--- src/rtl/pe_pkg.sv ---
`default_nettype none
// ============================================================================
//  Module      : pe_pkg
//  Description : Shared types and constants for the PE dispatcher:
//                lane count, lane-index width and type, and the hold-register
//                FSM state encoding.
//  Ports       : none (package)
//  Revision    : 1.0  initial release
// ============================================================================
package pe_pkg;

    localparam int NUM_LANES = 4;
    localparam int LANE_W    = 2;

    typedef logic [LANE_W-1:0] lane_t;

    // EMPTY: nothing held.  PENDING: one operand waiting for a free lane.
    typedef enum logic [0:0] {
        EMPTY   = 1'b0,
        PENDING = 1'b1
    } state_e;

endpackage : pe_pkg
`default_nettype wire

--- src/rtl/pe_dispatch_if.sv ---
`default_nettype none
// ============================================================================
//  Module      : pe_dispatch_if
//  Description : Bundle of the dispatcher's operand stream, PE completion
//                pulses and demux-facing outputs.
//  Signals     : in_valid/in_ready/in_data - upstream operand stream
//                pe_done[3:0]              - per-lane completion pulses
//                dout, s1, s0, dout_valid  - demux data, select, issue strobe
//                lane_busy[3:0]            - registered per-lane busy flags
//  Modports    : master - upstream/PE side (drives operands and done)
//                slave  - dispatcher side
//  Revision    : 1.0  initial release
// ============================================================================
interface pe_dispatch_if #(
    parameter int DATA_W = 1
);

    logic                          in_valid;
    logic                          in_ready;
    logic [DATA_W-1:0]             in_data;
    logic [pe_pkg::NUM_LANES-1:0]  pe_done;
    logic [DATA_W-1:0]             dout;
    logic                          s0;
    logic                          s1;
    logic                          dout_valid;
    logic [pe_pkg::NUM_LANES-1:0]  lane_busy;

    modport master (
        output in_valid,
        output in_data,
        output pe_done,
        input  in_ready,
        input  dout,
        input  s0,
        input  s1,
        input  dout_valid,
        input  lane_busy
    );

    modport slave (
        input  in_valid,
        input  in_data,
        input  pe_done,
        output in_ready,
        output dout,
        output s0,
        output s1,
        output dout_valid,
        output lane_busy
    );

endinterface : pe_dispatch_if
`default_nettype wire

--- src/rtl/pe_rr_pick.sv ---
`default_nettype none
// ============================================================================
//  Module      : pe_rr_pick
//  Description : Combinational 4-way round-robin picker. Returns the first
//                free lane searching ptr, ptr+1, ptr+2, ptr+3 (mod 4).
//  Ports       : free_i[3:0]  - per-lane free flags
//                ptr_i[1:0]   - search start lane
//                lane_o[1:0]  - chosen lane (only meaningful if any_free_o)
//                any_free_o   - at least one lane is free
//  Revision    : 1.0  initial release
// ============================================================================
module pe_rr_pick
    import pe_pkg::*;
(
    input  wire logic [NUM_LANES-1:0] free_i,
    input  wire lane_t                ptr_i,
    output lane_t                     lane_o,
    output logic                      any_free_o
);

    logic  found;
    lane_t idx;

    always_comb begin
        lane_o = ptr_i;
        found  = 1'b0;
        idx    = ptr_i;
        for (int k = 0; k < NUM_LANES; k++) begin
            // 2-bit addition wraps naturally, giving the mod-4 search order.
            idx = ptr_i + lane_t'(k);
            if (!found && free_i[idx]) begin
                lane_o = idx;
                found  = 1'b1;
            end
        end
        any_free_o = |free_i;
    end

endmodule : pe_rr_pick
`default_nettype wire

--- src/rtl/pe_dispatch.sv ---
`default_nettype none
// ============================================================================
//  Module      : pe_dispatch
//  Description : Sequential dispatcher upstream of the PE 1:4 demux. Buffers
//                one operand and issues it to the next free PE lane in
//                round-robin order, tracking per-lane busy state until the
//                PE reports done.
//  Ports       : clk  - rising-edge clock
//                rst  - asynchronous active-high reset
//                bus  - pe_dispatch_if.slave (operand stream, pe_done,
//                       dout/s1/s0/dout_valid, lane_busy)
//  Revision    : 1.0  initial release
// ============================================================================
module pe_dispatch
    import pe_pkg::*;
#(
    parameter int DATA_W = 1
)(
    input  wire logic       clk,
    input  wire logic       rst,
    pe_dispatch_if.slave    bus
);

    // ------------------------------------------------------------------
    // State
    // ------------------------------------------------------------------
    state_e                 state_q,      state_d;
    logic [DATA_W-1:0]      hold_data_q,  hold_data_d;
    lane_t                  ptr_q,        ptr_d;
    lane_t                  sel_q,        sel_d;
    logic [NUM_LANES-1:0]   busy_q,       busy_d;
    logic [DATA_W-1:0]      dout_q,       dout_d;
    logic                   dout_valid_q, dout_valid_d;

    // ------------------------------------------------------------------
    // Lane selection from registered busy flags only, so in_ready never
    // depends on same-cycle pe_done or in_valid.
    // ------------------------------------------------------------------
    logic [NUM_LANES-1:0]   free;
    lane_t                  pick_lane;
    logic                   any_free;

    assign free = ~busy_q;

    pe_rr_pick u_pick (
        .free_i     (free),
        .ptr_i      (ptr_q),
        .lane_o     (pick_lane),
        .any_free_o (any_free)
    );

    // ------------------------------------------------------------------
    // FSM output logic
    // ------------------------------------------------------------------
    logic in_ready;
    logic issue;
    logic accept;

    always_comb begin
        in_ready = (state_q == EMPTY) || any_free;
        issue    = (state_q == PENDING) && any_free;
        accept   = bus.in_valid && in_ready;
    end

    // ------------------------------------------------------------------
    // FSM next-state logic
    // ------------------------------------------------------------------
    always_comb begin
        state_d = state_q;
        if (accept) begin
            state_d = PENDING;
        end else if (issue) begin
            state_d = EMPTY;
        end
    end

    // ------------------------------------------------------------------
    // Datapath next-state logic
    // ------------------------------------------------------------------
    always_comb begin
        hold_data_d  = accept ? bus.in_data : hold_data_q;
        ptr_d        = ptr_q;
        sel_d        = sel_q;
        dout_d       = '0;
        dout_valid_d = 1'b0;
        // Releases only affect busy lanes; issue can never target a lane
        // being released since it must already be free.
        busy_d       = busy_q & ~bus.pe_done;

        if (issue) begin
            dout_d           = hold_data_q;
            dout_valid_d     = 1'b1;
            sel_d            = pick_lane;
            busy_d[pick_lane] = 1'b1;
            ptr_d            = pick_lane + lane_t'(1);
        end
    end

    // ------------------------------------------------------------------
    // State register
    // ------------------------------------------------------------------
    always_ff @(posedge clk or posedge rst) begin
        if (rst) begin
            state_q      <= EMPTY;
            hold_data_q  <= '0;
            ptr_q        <= '0;
            sel_q        <= '0;
            busy_q       <= '0;
            dout_q       <= '0;
            dout_valid_q <= 1'b0;
        end else begin
            state_q      <= state_d;
            hold_data_q  <= hold_data_d;
            ptr_q        <= ptr_d;
            sel_q        <= sel_d;
            busy_q       <= busy_d;
            dout_q       <= dout_d;
            dout_valid_q <= dout_valid_d;
        end
    end

    // ------------------------------------------------------------------
    // Outputs
    // ------------------------------------------------------------------
    assign bus.in_ready   = in_ready;
    assign bus.dout       = dout_q;
    assign bus.s1         = sel_q[1];
    assign bus.s0         = sel_q[0];
    assign bus.dout_valid = dout_valid_q;
    assign bus.lane_busy  = busy_q;

endmodule : pe_dispatch
`default_nettype wire

--- src/flat_wrapper.sv ---
// flat-port wrapper written by rule: the top's interface ports become plain ports
module pe_dispatch_flat import pe_pkg::*;
#(
    parameter int DATA_W = 1
)
  (clk, rst, bus_in_valid, bus_in_data, bus_pe_done, bus_in_ready, bus_dout, bus_s0, bus_s1, bus_dout_valid, bus_lane_busy);
  pe_dispatch_if #(.DATA_W(DATA_W)) bus_i ();
  input  wire logic clk;
  input  wire logic rst;
  input wire logic [$bits(bus_i.in_valid)-1:0] bus_in_valid;
  input wire logic [$bits(bus_i.in_data)-1:0] bus_in_data;
  input wire logic [$bits(bus_i.pe_done)-1:0] bus_pe_done;
  output wire logic [$bits(bus_i.in_ready)-1:0] bus_in_ready;
  output wire logic [$bits(bus_i.dout)-1:0] bus_dout;
  output wire logic [$bits(bus_i.s0)-1:0] bus_s0;
  output wire logic [$bits(bus_i.s1)-1:0] bus_s1;
  output wire logic [$bits(bus_i.dout_valid)-1:0] bus_dout_valid;
  output wire logic [$bits(bus_i.lane_busy)-1:0] bus_lane_busy;
  assign bus_i.in_valid = bus_in_valid;
  assign bus_i.in_data = bus_in_data;
  assign bus_i.pe_done = bus_pe_done;
  assign bus_in_ready = bus_i.in_ready;
  assign bus_dout = bus_i.dout;
  assign bus_s0 = bus_i.s0;
  assign bus_s1 = bus_i.s1;
  assign bus_dout_valid = bus_i.dout_valid;
  assign bus_lane_busy = bus_i.lane_busy;
  pe_dispatch #(.DATA_W(DATA_W)) u_core (.clk(clk), .rst(rst), .bus(bus_i));
endmodule
--- config.mk ---
export PLATFORM = sky130hd
export DESIGN_NAME = pe_dispatch_flat
export DESIGN_NICKNAME = d
export VERILOG_FILES = /design/src/rtl/pe_pkg.sv /design/src/rtl/pe_dispatch_if.sv /design/src/rtl/pe_rr_pick.sv /design/src/rtl/pe_dispatch.sv /design/src/flat_wrapper.sv
export SDC_FILE = /design/constraint.sdc
export NUM_CORES = 1
export LEC_CHECK = 0
export ABC_CLOCK_PERIOD_IN_PS = 1640
export BUFFER_PORTS_ARGS = -buffer_cell sky130_fd_sc_hd__buf_2
export CORE_AREA = 2 2 40 42
export DETAILED_ROUTE_END_ITERATION = 7
export DIE_AREA = 0 0 42 44
export GPL_TIMING_DRIVEN = 0
export HOLD_SLACK_MARGIN = 0.02
export PLACE_DENSITY = 0.67
export SKIP_LAST_GASP = 1
export SLEW_MARGIN = 20
export SYNTH_ARGS = -nofsm -noshare
export SYNTH_HDL_FRONTEND = slang
export SYNTH_SLANG_ARGS = --single-unit
--- constraint.sdc ---
create_clock -name clk -period 1.64 [get_ports clk]
set_input_delay 0.082 -clock clk [delete_from_list [all_inputs] [get_ports clk]]
set_output_delay 0.082 -clock clk [all_outputs]
set_load 0.005 [all_outputs]
==> results of run 1 <==
-- per-layer routing --
metal,track usage,wire [um],vias to the layer above,share of wire
met3,0.0417,43,2,0.035
met5,0,0,-,0
met2,0.256,633,12,0.51
met4,0.116,18,0,0.014
met1,0.183,546,252,0.44
li1,-,-,263,-
-- area by class of cell --
cell class | count | area, um2
flip-flops and latches | 12 | 302
multi-input cells | 38 | 254
plain buffers | 2 | 11.3
well taps | 16 | 20.0
inverters | 8 | 30.0
repair buffers | 22 | 140
clock buffers | 3 | 22.5
fillers | 137 | 639
-- worst max-delay path by stage --
stage               slack, ns                       to  cells after the start                     from
floorplan                0.12          u_core.ptr_q[0]                      4  u_core.bus.lane_busy[0]
global placement        -0.05          u_core.ptr_q[0]                      4  u_core.bus.lane_busy[0]
detailed placement      -0.05          u_core.ptr_q[0]                      4  u_core.bus.lane_busy[0]
CTS                     0.002          u_core.ptr_q[0]                      4  u_core.bus.lane_busy[0]
global route            -0.08  u_core.bus.lane_busy[2]                      5          u_core.ptr_q[1]
finish                  0.008          u_core.ptr_q[0]                      4  u_core.bus.lane_busy[2]
-- stage by stage --
stage	power, uW	hold slack (ns)	cells	setup TNS, ns
detailed placement	1030	0.108	92	-0.0551
global placement	1020	0.105	92	-0.0514
CTS	1210	0.0364	101	0
floorplan	861	-0.0533	60	0
global route	1310	0.0377	101	-0.165
finish	1210	0.0470	101	0
-- state kept, by name, indices dropped and copies added, names as in the netlist --
| register | cells |
|---|---|
| u_core.ptr_q | 2 |
| u_core.state_q | 1 |
| u_core.hold_data_q | 1 |
| u_core.sel_q | 2 |
| u_core.bus.dout | 1 |
| u_core.bus.lane_busy | 4 |
| u_core.bus.dout_valid | 1 |
-- layout by cell type, fill, tap and decap left out, types with 3 or more instances in the layout --
master,netlist,routed
dlygate4sd3_1,0,6
nand2_1,5,4
clkbuf_4,0,3
a21oi_1,3,3
o21ai_0,6,6
buf_2,0,16
dfrtp_1,12,11
inv_1,8,8
-- kinds of logic after synthesis --
logic type	count (synthesis)
AO/OA/AOI/OAI	19
XOR/XNOR	1
buffers and inverters	10
flip-flops	12
multiplexers	1
AND/OR/NAND/NOR	17
-- timing repair --
action / CTS / global route
hold buffers: 6 / 0
pin swaps: 0 / 0
resized for setup: 1 / 1
endpoints found under the setup margin: 3 / 4
endpoints found under the hold margin: 17 / 0
-- power breakdown --
| group | switching [uW] | total, uW | internal, uW |
|---|---|---|---|
| clock | 87.7 | 173 | 84.9 |
| sequential | 84.2 | 476 | 392 |
| combinational | 294 | 557 | 263 |
| total | 466 | 1210 | 740 |
-- worst reg2reg max path: cells and delay by family, from the launching register on --
kind,cells,cell delay [ns]
and+or+nand+nor,3,0.93
DFF,1,0.47
AOI/OAI and AO/OA,1,0.13
==> results.json, run 1 <==
{
  "die_area_um2": 1850,
  "grt_pass1_vias": 515,
  "critical_path_required_ns": 1.80,
  "pin_count": 17,
  "vias": 529,
  "finalHoldViolCount": 0,
  "rr_endpoint": "u_core.ptr_q[0]",
  "drtPass1Iterations": 4,
  "worstSkewPairLatency_ns": 0.27,
  "arrival_ns": 1.79,
  "cts.path.max_buffers": 2,
  "period_needed_ns": 1.63,
  "synth_area_leaders": "dfrtp_1 51%, o21ai_0 5.1%, inv_1 5.1%, o22ai_2 4.2%, nand2_1 3.2%",
  "holdPathStages": 2,
  "grt_overflow": 0,
  "synth_top_area_frac": 0.506,
  "r2r_start": "u_core.bus.lane_busy[2]",
  "drive_above_1_share": 0.329,
  "num_rows": 14,
  "wirelength_um": 1240,
  "mappedNetlistArea_um2": 593,
  "drt_iter0_markers": 15,
  "finalNetCount": 95,
  "maxSlewHeadroom": 0.699,
  "min-delay-start": "bus_in_data",
  "grt_max_degree": 13,
  "synthSimpleGateAreaFrac": 0.160,
  "end_kind": "flip-flop",
  "finClkSkew_ns": 0.00306,
  "synth_common_cells": "12 x dfrtp_1, 8 x inv_1, 6 x o21ai_0",
  "max_stage_delay_ns": 0.60,
  "areaGrowthSynthToFinish_pct": 31.4,
  "slew_violations": 0,
  "critPathTopFamily": "simple AND/OR/NAND/NOR gates",
  "cts_tree": "built",
  "start_util": 0.418,
  "worstSetupPathType": "reg2reg",
  "irDropWorstVdd_mv": 0.740,
  "grt_first_pass_wirelength_um": 2120,
  "hold_path_end": "u_core.hold_data_q",
  "synth_edf_count": 0,
  "outcome": "finished clean",
  "ys_async_sr_fraction": 1.00,
  "syn-num-nets": 68,
  "h-tree-depth": 1,
  "rsz0062_at_grt": "yes",
  "antenna_cells": 0,
  "avgRoutedWirePerCell_um": 12.3,
  "critPathMaxFanout": 9,
  "ys_ff_latch": 12,
  "yosys.area.top_type": "dfrtp_1",
  "synth_top_family_by_area": "compound AO/OA/AOI/OAI gates",
  "place_ws_ns": -0.0537,
  "path_cells": "nand4_1 > nand2_2 > or4_4 > o21a_1",
  "finalSetupViolCount": 0,
  "cts_setup_buffers": 0,
  "r2r_slack_ns": 0.008,
  "port_buffers": 16,
  "vias_per_cell": 5.24,
  "ys_warn_count": 0,
  "fin_util": 0.549,
  "core_area_um2": 1420,
  "drc": 0,
  "dp_hpwl_um": 862,
  "ys_seq_area_frac": 0.506,
  "fin_ws_ns": 0.00831,
  "worst_slew_pin_slew_ns": 0.452,
  "postRouteAntennaNets": 0,
  "cp.buffers_inverters": 0,
  "drv_cap": 0,
  "powerDensity_nw_per_um2": 1550,
  "grtUsageTotal": 0.159,
  "fmax_mhz": 613,
  "place_congestion": 0.764,
  "path_clk_slew_ns": 0.07,
  "dieWidth_um": 42,
  "synthAdderAreaFrac": 0,
  "fin_area_um2": 779,
  "synth_compound_area_frac": 0.230,
  "post-route-period-util": 0.995,
  "synthXorXnorAreaFrac": 0.0148,
  "leakage_uw": 0.000378,
  "synth_flop_cell": "dfrtp_1",
  "slowest_stage": "or4_4",
  "fp.dieH_um": 44,
  "cts_buffers": 3,
  "cts_sinks": 12,
  "synthMuxAreaShare": 0.0190,
  "antenna_found_initial": 0,
  "yosysMostFrequentCell": "dfrtp_1",
  "cts-root-buf": "clkbuf_4",
  "rr_worst_depth": 4,
  "synth_area_per_cell_um2": 9.88,
  "syn_inst": 60,
  "placedInstanceArea_um2": 693,
  "hold_path_class": "in2reg",
  "yosysUniqueCellTypes": 24,
  "startpoint_type": "flip-flop"
}
Note: power is estimated with default switching activity, not from simulation.
==> run 2: changes to the inputs <==
Settings changed: CORE_AREA 2 2 40 42 to 2 2 41 43, DIE_AREA 0 0 42 44 to 0 0 43 45, PLACE_DENSITY 0.67 to 0.66, SYNTH_HIERARCHICAL from default to 1.
==> results.json, run 2 <==
{
  "postRouteAntennaNets": 0,
  "fmax_mhz": 602,
  "yosys.area.top_type": "dfrtp_1",
  "slew_violations": 0,
  "h-tree-depth": 1,
  "syn_inst": 59,
  "finalNetCount": 101,
  "dieWidth_um": 43,
  "grt_first_pass_wirelength_um": 2000,
  "mappedNetlistArea_um2": 617,
  "avgRoutedWirePerCell_um": 12.7,
  "rsz0062_at_grt": "yes",
  "outcome": "complete, but fails checks",
  "largest_register_ffs": 4,
  "grt_max_degree": 13,
  "placedInstanceArea_um2": 736,
  "vias": 507,
  "antenna_found_initial": 0,
  "grt_pass1_vias": 464,
  "fin_area_um2": 878,
  "leakage_uw": 0.000440,
  "arrival_ns": 1.81,
  "critPathMaxFanout": 4,
  "grt_overflow": 0,
  "finalSetupViolCount": 1,
  "syn-num-nets": 71,
  "violations": "setup timing",
  "setup_tns_ns": -0.0209,
  "worstSetupPathType": "reg2reg",
  "vias_per_cell": 4.88,
  "cts-root-buf": "clkbuf_4",
  "drc": 0,
  "grtUsageTotal": 0.150,
  "synth_flop_cell": "dfrtp_1",
  "core_area_um2": 1470,
  "ys_ff_latch": 12,
  "worstSkewPairLatency_ns": 0.27,
  "cts_tree": "built",
  "place_congestion": 0.732,
  "synth_area_per_cell_um2": 10.5,
  "wirelength_um": 1320,
  "areaGrowthSynthToFinish_pct": 42.4,
  "ys_async_sr_fraction": 1.00,
  "pin_count": 17,
  "ys_seq_area_frac": 0.487,
  "ys_warn_count": 6,
  "cts_sinks": 12,
  "dp_hpwl_um": 861,
  "irDropWorstVdd_mv": 0.923,
  "start_util": 0.419,
  "powerDensity_nw_per_um2": 1740,
  "maxSlewHeadroom": 0.700,
  "drive_above_1_share": 0.489,
  "path_clk_slew_ns": 0.07,
  "yosysMostFrequentCell": "dfrtp_1",
  "place_ws_ns": -0.234,
  "synth_area_leaders": "dfrtp_1 49%, ha_1 8.1%, mux2_4 7.3%, inv_1 4.9%, nand2_1 4.9%",
  "startpoint_type": "flip-flop",
  "die_area_um2": 1940,
  "end_kind": "flip-flop",
  "synth_edf_count": 0,
  "yosysUniqueCellTypes": 19,
  "fin_ws_ns": -0.0209,
  "final_common_cell": "buf_2",
  "final_cell_mix": "16 x buf_2, 11 x dfrtp_1, 6 x dlygate4sd3_1, 6 x nand2_1, 5 x inv_2",
  "finalHoldViolCount": 0,
  "synth_common_cells": "12 x dfrtp_1, 8 x inv_1, 8 x nand2_1",
  "drv_cap": 0,
  "critical_path_required_ns": 1.79,
  "antenna_cells": 0,
  "post-route-period-util": 1.01,
  "num_rows": 14,
  "drt_iter0_markers": 8,
  "r2r_slack_ns": -0.02,
  "period_needed_ns": 1.66,
  "fp.dieH_um": 45,
  "port_buffers": 16,
  "finClkSkew_ns": 0.00372,
  "hold_path_class": "in2reg",
  "worst_slew_pin_slew_ns": 0.449,
  "drtPass1Iterations": 4,
  "synth_top_area_frac": 0.487,
  "cts_buffers": 3,
  "cts.path.max_buffers": 2
}
-- run 2: changes by cell type in the layout (fill, tap and decap cells not counted), sizes merged, moves of 3 or more --
cell and delta:
ha +4, buf +3, nand2 +3, mux2 +3
-- run 2: critical path, stage by stage (launching register included) --
cell and delay [ns]:
dfrtp_2 0.41, or3_1 0.36, nand4b_1 0.12, nand2_2 0.10
inv_2 0.10, ha_4 0.20, mux2_4 0.25
-- run 2: per-stage QoR --
step	cells	util	total power, uW	hold slack, ns
2_1_floorplan	59	-	934	-0.0533
3_3_place_gp	91	0.500	1080	0.111
3_5_place_dp	91	0.500	1110	0.117
4_1_cts	104	0.583	1450	0.0392
5_1_grt	104	0.597	1660	0.0336
6_report	104	0.597	1530	0.0461
-- run 2: path summary, 6_finish.rpt --
path	start	end	depth (start not counted)
worst max-delay path	u_core/ptr_q[1]	u_core/ptr_q[1]	6
worst min-delay path	bus_in_data	u_core/hold_data_q	2
worst max register to register	u_core/ptr_q[1]	u_core/ptr_q[1]	6
worst min register to register	u_core/hold_data_q	u_core/hold_data_q	1
max in group asynchronous	rst	u_core/ptr_q[1]	3
min in group asynchronous	rst	u_core/bus.dout_valid	3
-- run 2: report_power, final --
group          leakage [uW]  internal, uW  total (uW)  switching (uW)
sequential         0.000145           396         460            63.8
combinational      0.000274           435         845             410
clock             0.0000210           135         227            92.0
-- run 2: area by class of cell --
cell class | instances | area, um2
buffer | 1 | 11.3
clock buffer | 4 | 36.3
fill | 130 | 593
inverter | 8 | 30.0
multi-input combinational | 38 | 317
sequential | 12 | 302
tap | 16 | 20.0
timing repair buffer | 25 | 163
-- run 2: cell families (layout without fill, tap and decap cells) --
logic type	Yosys count	count (layout)	synth area share
mux	4	4	0.0913
buf+inv	9	38	0.0669
simple gates	21	21	0.181
fa+ha+maj	4	4	0.0811
compound gates	9	9	0.0933
flops	12	12	0.487
-- run 2: metal layers --
metal | GRT usage | up-vias | wire, um
met4 | 0.0727 | 0 | 0
met1 | 0.172 | 250 | 582
met2 | 0.255 | 9 | 689
met5 | 0 | - | 0
met3 | 0.0480 | 0 | 47
li1 | - | 248 | -
-- run 2: timing repair --
action | in CTS | in global routing
hold buffers | 6 | 0
gates resized for setup | 3 | 8
pin swaps | 1 | 1
endpoints found under the setup margin | 3 | 2
setup buffers | 3 | 0
gates cloned | 0 | 0
endpoints found under the hold margin | 17 | 0
==> run 3: changes to the inputs <==
Settings changed: CELL_PAD_IN_SITES_DETAIL_PLACEMENT from default to 1, CELL_PAD_IN_SITES_GLOBAL_PLACEMENT from default to 1, CORE_AREA 2 2 41 43 to 2 2 44 46, DIE_AREA 0 0 43 45 to 0 0 46 48, PLACE_DENSITY 0.66 to default, PLACE_DENSITY_LB_ADDON from default to 0.1.
==> results.json, run 3 (synthesis results as in run 2) <==
{
  "outcome": "complete, but fails checks",
  "violations": "setup timing",
  "post-route-period-util": 1.03,
  "p_sw_uw": 585,
  "fp.dieH_um": 48,
  "switching_share": 0.374,
  "avgRoutedWirePerCell_um": 13.5,
  "leakage_uw": 0.000448,
  "slew_violations": 0,
  "place_congestion": 0.665,
  "powerDensity_nw_per_um2": 1770,
  "crit_start": "u_core/ptr_q[1]",
  "period_needed_ns": 1.69,
  "core_area_um2": 1690,
  "wirelength_um": 1440,
  "critical_path_required_ns": 1.79,
  "place_ws_ns": -0.244,
  "path_clk_slew_ns": 0.07,
  "hold_path_class": "in2reg",
  "startpoint_type": "flip-flop",
  "rsz0062_at_grt": "yes",
  "cts_buffers": 3,
  "cts-root-buf": "clkbuf_4",
  "dp_hpwl_um": 962,
  "worstSkewPairLatency_ns": 0.27,
  "areaGrowthSynthToFinish_pct": 43.6,
  "grt_first_pass_wirelength_um": 2060,
  "postRouteAntennaNets": 0,
  "finClkSkew_ns": 0.00254,
  "drive_above_1_share": 0.483,
  "path_cells": "or3_1 > nand4b_1 > nand2_2 > inv_2 > ha_4 > mux2_4",
  "min-delay-start": "bus_in_data",
  "r2r_start": "u_core/ptr_q[1]",
  "finalHoldViolCount": 0,
  "grt_pass1_vias": 460,
  "internal_power_uw": 979,
  "drv_cap": 0,
  "power.total_uw": 1560,
  "critPathMaxFanout": 4,
  "vias": 509,
  "finalSetupViolCount": 1,
  "whs_ns": 0.0455,
  "cp.buffers_inverters": 1,
  "arrival_ns": 1.85,
  "drtPass1Iterations": 2,
  "vias_per_cell": 4.80,
  "finalNetCount": 102,
  "grtUsageTotal": 0.146,
  "port_buffers": 16,
  "largest_register_ffs": 4,
  "antenna_found_initial": 0,
  "worst_slew_pin_slew_ns": 0.456,
  "end_kind": "flip-flop",
  "drt_iter0_markers": 3,
  "num_rows": 15,
  "pwr-share-comb": 0.560,
  "pin_count": 17,
  "slowest_stage": "dfrtp_2",
  "fin_util": 0.524,
  "antenna_cells": 0,
  "max_stage_delay_ns": 0.41,
  "fin_ws_ns": -0.0525,
  "start_util": 0.365,
  "grt_overflow": 0,
  "cts.path.max_buffers": 2,
  "pwr-share-clk": 0.147,
  "final_cell_mix": "16 x buf_2, 11 x dfrtp_1, 7 x nand2_1",
  "fmax_mhz": 591,
  "irDropWorstVdd_mv": 0.994,
  "cts_sinks": 12,
  "die_area_um2": 2210,
  "maxSlewHeadroom": 0.695,
  "critPathTopFamily": "simple AND/OR/NAND/NOR gates",
  "p_seq_frac": 0.293,
  "final_common_cell": "buf_2",
  "h-tree-depth": 1,
  "cts_tree": "built",
  "drc": 0,
  "nFillCells": 187,
  "worstSetupPathType": "reg2reg",
  "dieWidth_um": 46,
  "grt_max_degree": 13
}
==> run 3: changes by cell type in the layout (fill, tap and decap cells not counted), sizes merged <==
cell / before / now
buf: 20 / 21
==> run 3: timing repair <==
action | 4_1_cts | 5_1_grt
endpoints found under the hold margin | 17 | 0
pin swaps | 1 | 2
buffers inserted | 2 | 2
setup endpoints to repair | 3 | 5
hold buffers | 6 | 0
resized for setup | 4 | 5
==> run 3: area by class of cell <==
type	count	area (um2)	area share
buffer	1	11.3	0.0127
clock buffer	4	36.3	0.0410
inverter	8	30.0	0.0339
multi-input combinational	38	315	0.356
sequential	12	302	0.340
tap	17	21.3	0.0240
timing repair buffer	26	170	0.192
==> run 3: final timing paths <==
kind                       slack (ns)  cells past startpoint               endpoint
hold reg to reg                  0.51                      1     u_core/hold_data_q
setup reg to reg                -0.05                      6        u_core/ptr_q[1]
max in group asynchronous        0.94                      3        u_core/ptr_q[1]
setup / recovery                -0.05                      6        u_core/ptr_q[1]
min in group asynchronous        0.36                      3  u_core/bus.dout_valid
hold / removal                   0.05                      2     u_core/hold_data_q
==> run 3: worst reg2reg max path, cell delays in order (launching register included) <==
cell and delay, ns:
dfrtp_2 0.41, or3_1 0.37, nand4b_1 0.13, nand2_2 0.11, inv_2 0.10, ha_4 0.20, mux2_4 0.26
==> run 3: per-stage QoR <==
stage,area (um2),std cells,setup TNS (ns)
floorplan,636,59,-0.0961
global placement,737,92,-0.213
detailed placement,737,92,-0.285
CTS,855,104,-0.0701
global route,886,106,-0.179
finish,886,106,-0.0525
==> run 3: routing by layer <==
layer  track usage  up-vias  part of all wire
li1              -      254                 -
met1         0.158      242              0.40
met2         0.250       11              0.54
met3        0.0792        2             0.046
met4        0.0343        0            0.0070
met5             0        -                 0
==> run 3: power by group through the flow <==
| stage | logic, uW | clock network, uW | registers [uW] |
|---|---|---|---|
| final | 876 | 230 | 459 |
| after global routing | 965 | 257 | 468 |
| after CTS | 750 | 238 | 459 |
| after detailed placement | 645 | 0 | 476 |
| after global placement | 621 | 0 | 475 |
| after floorplan | 460 | 0 | 474 |
